`src/rtl/event_window_ctrl_pkg.sv`:
```
// Shared definitions for the event window controller.
//   - Default widths of the counter value and of the window-length field.
//   - Default saturation threshold.
//   - Controller state encoding.
package event_window_ctrl_pkg;

    localparam int          CNT_W_DEF   = 32;
    localparam int          LEN_W_DEF   = 32;
    localparam logic [31:0] SAT_THR_DEF = 32'hFFFF_FFFE;

    typedef enum logic [2:0] {
        ST_IDLE,
        ST_CLEAR,
        ST_RUN,
        ST_SETTLE,
        ST_REPORT
    } ewc_state_e;

endpackage

```
`src/rtl/event_window_timer.sv`:
```
// Loadable down-counter that times the RUN window.
//   clk, rst     : clock, synchronous active-high reset
//   load_i       : load load_val_i into the remaining count
//   load_val_i   : window length
//   en_i         : count down by one this cycle
//   done_o       : the current cycle is the last one of the window (remaining == 1)
module event_window_timer
    import event_window_ctrl_pkg::*;
#(
    parameter int LEN_W = LEN_W_DEF
) (
    input  logic             clk,
    input  logic             rst,
    input  logic             load_i,
    input  logic [LEN_W-1:0] load_val_i,
    input  logic             en_i,
    output logic             done_o
);

    logic [LEN_W-1:0] rem_q, rem_d;

    // The count parks at 1 instead of wrapping, so any LEN_W-bit length is legal.
    always_comb begin
        rem_d = rem_q;
        if (load_i)
            rem_d = load_val_i;
        else if (en_i && (rem_q > LEN_W'(1)))
            rem_d = rem_q - LEN_W'(1);
    end

    always_ff @(posedge clk) begin
        if (rst) rem_q <= '0;
        else     rem_q <= rem_d;
    end

    assign done_o = (rem_q == LEN_W'(1));

endmodule

```
`src/rtl/event_window_ctrl.sv`:
```
// Sequencer for one gated event counter: clear, gate for a commanded window,
// let the count settle, then return count / saturation / abort flags.
//   clk, rst              : clock, synchronous active-high reset
//   cmd_valid/ready/len   : measurement command (window length in cycles)
//   abort                 : end the running window early
//   cnt_start, cnt_clr_n  : registered gate and active-low clear towards the counter
//   cnt, cnt_full         : counter value and its saturation flag
//   res_*                 : result channel, valid/ready handshake
//   busy                  : controller is not in IDLE
module event_window_ctrl
    import event_window_ctrl_pkg::*;
#(
    parameter int               CNT_W   = CNT_W_DEF,
    parameter int               LEN_W   = LEN_W_DEF,
    parameter logic [CNT_W-1:0] SAT_THR = CNT_W'(SAT_THR_DEF)
) (
    input  logic             clk,
    input  logic             rst,
    input  logic             cmd_valid,
    output logic             cmd_ready,
    input  logic [LEN_W-1:0] cmd_len,
    input  logic             abort,
    output logic             cnt_start,
    output logic             cnt_clr_n,
    input  logic [CNT_W-1:0] cnt,
    input  logic             cnt_full,
    output logic             res_valid,
    input  logic             res_ready,
    output logic [CNT_W-1:0] res_count,
    output logic             res_sat,
    output logic             res_abort,
    output logic             busy
);

    ewc_state_e       state_q, state_d;
    logic             start_q, start_d;
    logic             clr_n_q, clr_n_d;
    logic [CNT_W-1:0] count_q, count_d;
    logic             sat_q, sat_d;
    logic             abrt_q, abrt_d;
    logic             tmr_load, tmr_en, tmr_done;

    // The timer is loaded at command accept and holds through CLEAR, so it
    // doubles as the latched window length.
    event_window_timer #(.LEN_W(LEN_W)) u_timer (
        .clk        (clk),
        .rst        (rst),
        .load_i     (tmr_load),
        .load_val_i (cmd_len),
        .en_i       (tmr_en),
        .done_o     (tmr_done)
    );

    always_comb begin
        state_d  = state_q;
        start_d  = 1'b0;
        clr_n_d  = 1'b1;
        count_d  = count_q;
        sat_d    = sat_q;
        abrt_d   = abrt_q;
        tmr_load = 1'b0;
        tmr_en   = 1'b0;
        unique case (state_q)
            ST_IDLE: begin
                if (cmd_valid) begin
                    abrt_d = 1'b0;
                    if (cmd_len == '0) begin
                        // Empty window: report zero without touching the counter.
                        state_d = ST_REPORT;
                        count_d = '0;
                        sat_d   = 1'b0;
                    end else begin
                        state_d  = ST_CLEAR;
                        clr_n_d  = 1'b0;
                        tmr_load = 1'b1;
                    end
                end
            end
            ST_CLEAR: begin
                state_d = ST_RUN;
                start_d = 1'b1;
            end
            ST_RUN: begin
                tmr_en = 1'b1;
                if (abort) begin
                    state_d = ST_SETTLE;
                    abrt_d  = 1'b1;
                end else if (tmr_done) begin
                    state_d = ST_SETTLE;
                end else begin
                    start_d = 1'b1;
                end
            end
            ST_SETTLE: begin
                // The last gated increment landed on the edge that entered SETTLE.
                state_d = ST_REPORT;
                count_d = cnt;
                sat_d   = (cnt >= SAT_THR) | cnt_full;
            end
            ST_REPORT: begin
                if (res_ready) state_d = ST_IDLE;
            end
            default: state_d = ST_IDLE;
        endcase
    end

    always_ff @(posedge clk) begin
        if (rst) begin
            state_q <= ST_IDLE;
            start_q <= 1'b0;
            clr_n_q <= 1'b1;
            count_q <= '0;
            sat_q   <= 1'b0;
            abrt_q  <= 1'b0;
        end else begin
            state_q <= state_d;
            start_q <= start_d;
            clr_n_q <= clr_n_d;
            count_q <= count_d;
            sat_q   <= sat_d;
            abrt_q  <= abrt_d;
        end
    end

    assign cmd_ready = (state_q == ST_IDLE);
    assign busy      = (state_q != ST_IDLE);
    assign res_valid = (state_q == ST_REPORT);
    assign cnt_start = start_q;
    assign cnt_clr_n = clr_n_q;
    assign res_count = count_q;
    assign res_sat   = sat_q;
    assign res_abort = abrt_q;

endmodule

```
`config.mk`:
```
export PLATFORM = sky130hd
export DESIGN_NAME = event_window_ctrl
export DESIGN_NICKNAME = d
export VERILOG_FILES = /design/src/rtl/event_window_ctrl_pkg.sv /design/src/rtl/event_window_timer.sv /design/src/rtl/event_window_ctrl.sv
export SDC_FILE = /design/constraint.sdc
export NUM_CORES = 1
export LEC_CHECK = 0
export CAP_MARGIN = 20
export CORE_MARGIN = 1
export CORE_UTILIZATION = 31
export CTS_BUF_LIST = sky130_fd_sc_hd__clkbuf_4 sky130_fd_sc_hd__clkbuf_8
export DETAILED_ROUTE_END_ITERATION = 7
export PLACE_DENSITY = 0.69
export SLEW_MARGIN = 30
export SYNTH_ARGS = -nofsm -noshare
export SYNTH_HDL_FRONTEND = slang
export SYNTH_SLANG_ARGS = --single-unit
```
`constraint.sdc`:
```
create_clock -name clk -period 2.75 [get_ports clk]
set_input_delay 0.4125 -clock clk [delete_from_list [all_inputs] [get_ports clk]]
set_output_delay 0.4125 -clock clk [all_outputs]
set_load 0.02 [all_outputs]
```
# Word level (Yosys, flattened, before mapping)
# Index checks and enable logic that the tools add are counted.
# word_totals
register_bits	71
input_bits	70
output_inout_bits	39
wordCells	59
# op_classes
addsub	1
order_cmp	2
eq_ne	10
n_mux	25
bitwise	3
reduce_logical	11
# op_table
cell	count
$mux W32	4
$pmux W32 S2	1
$eq A32 B1 Y1 const B	1
$ge A32 B32 Y1 const B	1
$gt A32 B1 Y1 const B	1
$logic_not A32 Y1	1
$sub A32 B1 Y32 const B	1
$mux W3	5
$pmux W3 S5	1
$mux W1	11
$reduce_and A3 Y1	3
$eq A3 B2 Y1 const B	2
$pmux W1 S2	3
$reduce_bool A2 Y1	3
$ne A2 B1 Y1 const B	2
$ne A2 B2 Y1 const B	2
$eq A3 B1 Y1 const B	1
$eq A3 B3 Y1 const B	1
$logic_not A3 Y1	1
$ne A3 B3 Y1 const B	1
$reduce_bool A3 Y1	1
$reduce_or A3 Y1	1
$not A1 Y1	2
$logic_and A1 B1 Y1	1
$or A1 B1 Y1	1

# Longest topological paths before layout
# depth
depth_word	5
mapped_depth	9
ltp_nobuf	8

# By module
# A second synthesis with hierarchy kept.
# hier_totals
cells_unflattened	376
area_unflattened_um2	3557.2
# modules_own_cells
module	n_inst	cells_each	area_per_inst_um2	seq_area_each_um2
event_window_timer	1	245	2023.2	640.6
event_window_ctrl	1	131	1534.0	780.7

# Worst setup path before layout
# OpenSTA, ideal clock, no wires.
# synth_path
path_type	reg-to-reg
from	reg u_timer.rem_q[0]
to	reg u_timer.rem_q[31]
setup_time_ps	70
t_arrival_ps	2317
t_required_ps	2680
setup_slack_ps	363
stages_incl_launch_ff	10
n_path_buf	1
synth_period_minus_slack_ps	2387
cell_sequence	dfxtp_1 inv_1 ha_1 or2_2 and3_1 and4_1 clkbuf_1 or4_1 o31a_1 a21oi_1
# synth_via
elab_chain_len	3
elab_cells_between_ends	6
cone_classes	1 x add/sub; 1 x order compare; 2 x mux; 2 x reduce/logical
# synth_rtl
item	line_no	rtl
start, declared	event_window_timer.sv:20	logic [LEN_W-1:0] rem_q, rem_d;
start signal, assigned	event_window_timer.sv:33	else rem_q <= rem_d;
$sub A32 B1 Y32 / $gt A32 B1 Y1 (equally long branches)	event_window_timer.sv:28, event_window_timer.sv:27	
$mux W32 / $logic_and A1 B1 Y1 (equally long branches)	event_window_timer.sv:27	else if (en_i && (rem_q > LEN_W'(1)))
$mux W32 / $reduce_bool A2 Y1 (equally long branches)	n/a	
# Several ways; a longest one is shown, not always the timed one. The select of a mux whose other input is x is not followed.
# A chain may end at the register's enable or synchronous reset.

# Worst setup path after layout
# Ends and elaborated chain as after synthesis.

==> flow_summary.ini <==
[final_layout]
syn_to_final_growth_pct = 45.2
layout-drive-gt1-share = 0.0837
nets = 581
fin_cells = 650
fin_util = 0.469
fillCellCount = 999
diodes = 0
layout_commonest_cell = clkdlybuf4s50_1
multiInputGateArea_um2 = 1830
final_cell_mix = 107 x clkdlybuf4s50_1, 71 x dfxtp_1, 53 x nor2_1
final-seq-area_um2 = 1420

[clock_network]
cts_tree = done
clkSinkCount = 71
htreeDepth = 3
cts_root_buf = clkbuf_8
path_clk_slew_ps = 80
ctsHoldBuffers = 0
clock_path_buffers = 2
clkLatencyLatePin_ps = 360
ctsResizeCount = 0
cts_made_buffers = 9
post_cts_buffers = 0

[logic_synthesis]
synth_cells = 401
yosys-top-cells-area = dfxtp_1 42%, a22oi_1 7.8%, nor2_1 5.9%, nand2_1 3.2%, a21oi_1 3.0%
yosys.area.top_type = dfxtp_1
ys_ff_latch = 71
yosysUniqueCellTypes = 51
synth_fp_nets = 473
yosysSeqAreaShare = 0.422
async_flop_share = 0
synth_area_um2 = 3370
synth_top_area_share = 0.422
yosys_most_used_dff = dfxtp_1
yosysWarnings = 0
syn_avg_cell_area_um2 = 8.40
synth_edf_count = 0

[sta]
fin_crit_sh = 0.923
worstMarginPinSlew_ps = 623
slew_headroom = 0.585
setup_violations = 0
skew_ps = 11.1
setup_tns_ps = 0
rsz0062_at_grt = false
final_max_slew_viol_count = 0
period_needed_ps = 2540
fmax_mhz = 394
hold_viol = 0
setup_ws_ps = 211

[power_and_ir_drop]
peakVddDrop_mv = 0.352
p_leak_nw = 1.69
power_mw = 2.93
power_density_nw_per_um2 = 599

[floorplanning]
die_w_um = 106
pin_count = 109
fp.dieH_um = 106
initial_core_util = 0.323
rows = 37
dieArea_um2 = 11300
coreArea_um2 = 10400

[global_route]
grtUsageTotal = 0.202
grt_pass1_wl_um = 17900
grt_pass1_vias = 3708
overflow = 0
grt_max_degree = 39
antenna_found_initial = 0

[setup_path]
crit_chain = inv_1 -> ha_1 -> or2_2 -> and3_1 -> and4_1 -> or4_1 -> o31a_1 -> a21oi_1
start_kind = flop
crit_type = flop to flop
cp_max_fo = 8
arrival_ps = 2830
slowest_delay_ps = 570
worst_ep_required_time_ps = 3040
endpoint_kind = flop
slowest_stage = or4_1

[run]
maxCapViolations = 0

[outcome]
outcome = completed

[placement]
place_congestion = 0.890
numPortBuffers = 108
dp.cells = 634
hpwl_um = 7900
dp_slack_ps = 90.2

[route]
avgRoutedWirePerCell_um = 16.8
routed_wl_um = 10900
drc = 0
drtIter0Drc = 167
route.vias.total = 3679
viasPerCell = 5.66
drtAntennaViolNets = 0
drtPass1Iterations = 4

[worst_hold_path]
worstHoldPathType = flop to flop
report_power, final:
group          internal, mW  switching, mW  leakage, nW  total (mW)
clock network         0.540          0.427        0.109       0.967
logic                 0.353          0.418         1.00       0.771
registers              1.11         0.0810        0.579        1.19
total                  2.00          0.926         1.69        2.93
state kept, by name, indices dropped and copies added, names as in the netlist:
name,count
res_abort,1
cnt_clr_n,1
res_count,32
state_q,3
u_timer.rem_q,32
res_sat,1
cnt_start,1
critical path, delay by kind of cell (launching register included):
| family | cells | cell delay (ps) |
|---|---|---|
| AOI/OAI and AO/OA | 2 | 380 |
| and+or+nand+nor | 4 | 1390 |
| DFF | 1 | 350 |
| adders and majority gates | 1 | 260 |
| buffers and inverters | 1 | 80 |
per-layer routing:
layer / wire length (µm) / part of all wire / GRT usage / vias up
li1: - / - / - / 1747
met1: 4340 / 0.40 / 0.229 / 1707
met2: 5050 / 0.46 / 0.325 / 198
met3: 1180 / 0.11 / 0.0779 / 27
met4: 344 / 0.031 / 0.108 / 0
met5: 0 / 0 / 0 / -
per-stage QoR:
step / cell area (µm²) / hold WS [ps]
after floorplan: 3370 / 465
after global placement: 4660 / 442
after detailed placement: 4660 / 453
after CTS: 4890 / 469
after global routing: 4890 / 496
final: 4890 / 466
area by class of cell:
cell class | instances | area share
Multi-Input combinational cell | 298 | 0.373
Inverter | 8 | 0.00614
Tap cell | 136 | 0.0348
Sequential cell | 71 | 0.291
Clock inverter | 6 | 0.0189
Clock buffer | 10 | 0.0282
Timing Repair Buffer | 121 | 0.248
synthesized netlist by cell type (all sizes together), types with 3 or more instances:
cell type	n
inv	8
o211ai	8
o2bb2a	3
o311ai	8
xnor2	4
and4	3
nand3	14
clkbuf	20
dfxtp	71
or2	6
a31oi	13
a211oi	6
or3	11
a21oi	20
nand2	29
nor4	16
nand4	10
buf	4
nor2	53
a22oi	35
nor3	10
and3	6
or4	6
o21ai	5
kinds of logic after synthesis:
logic type               count (synthesis)  synth area share
AO/OA/AOI/OAI                          113             0.239
XOR/XNOR                                 5            0.0130
adder cells (fa/ha/maj)                  2           0.00743
buffers and inverters                   32            0.0368
flip-flops                              71             0.422
AND/OR/NAND/NOR                        178             0.282
path summary, 6_finish.rpt:
kind,start,to,slack [ps],cells after the start
min reg2reg,res_sat,res_sat,470,2
min,res_sat,res_sat,470,2
max reg2reg,u_timer.rem_q[0],u_timer.rem_q[31],210,8
max,u_timer.rem_q[0],u_timer.rem_q[31],210,8
(Power assumes the default switching activity.)
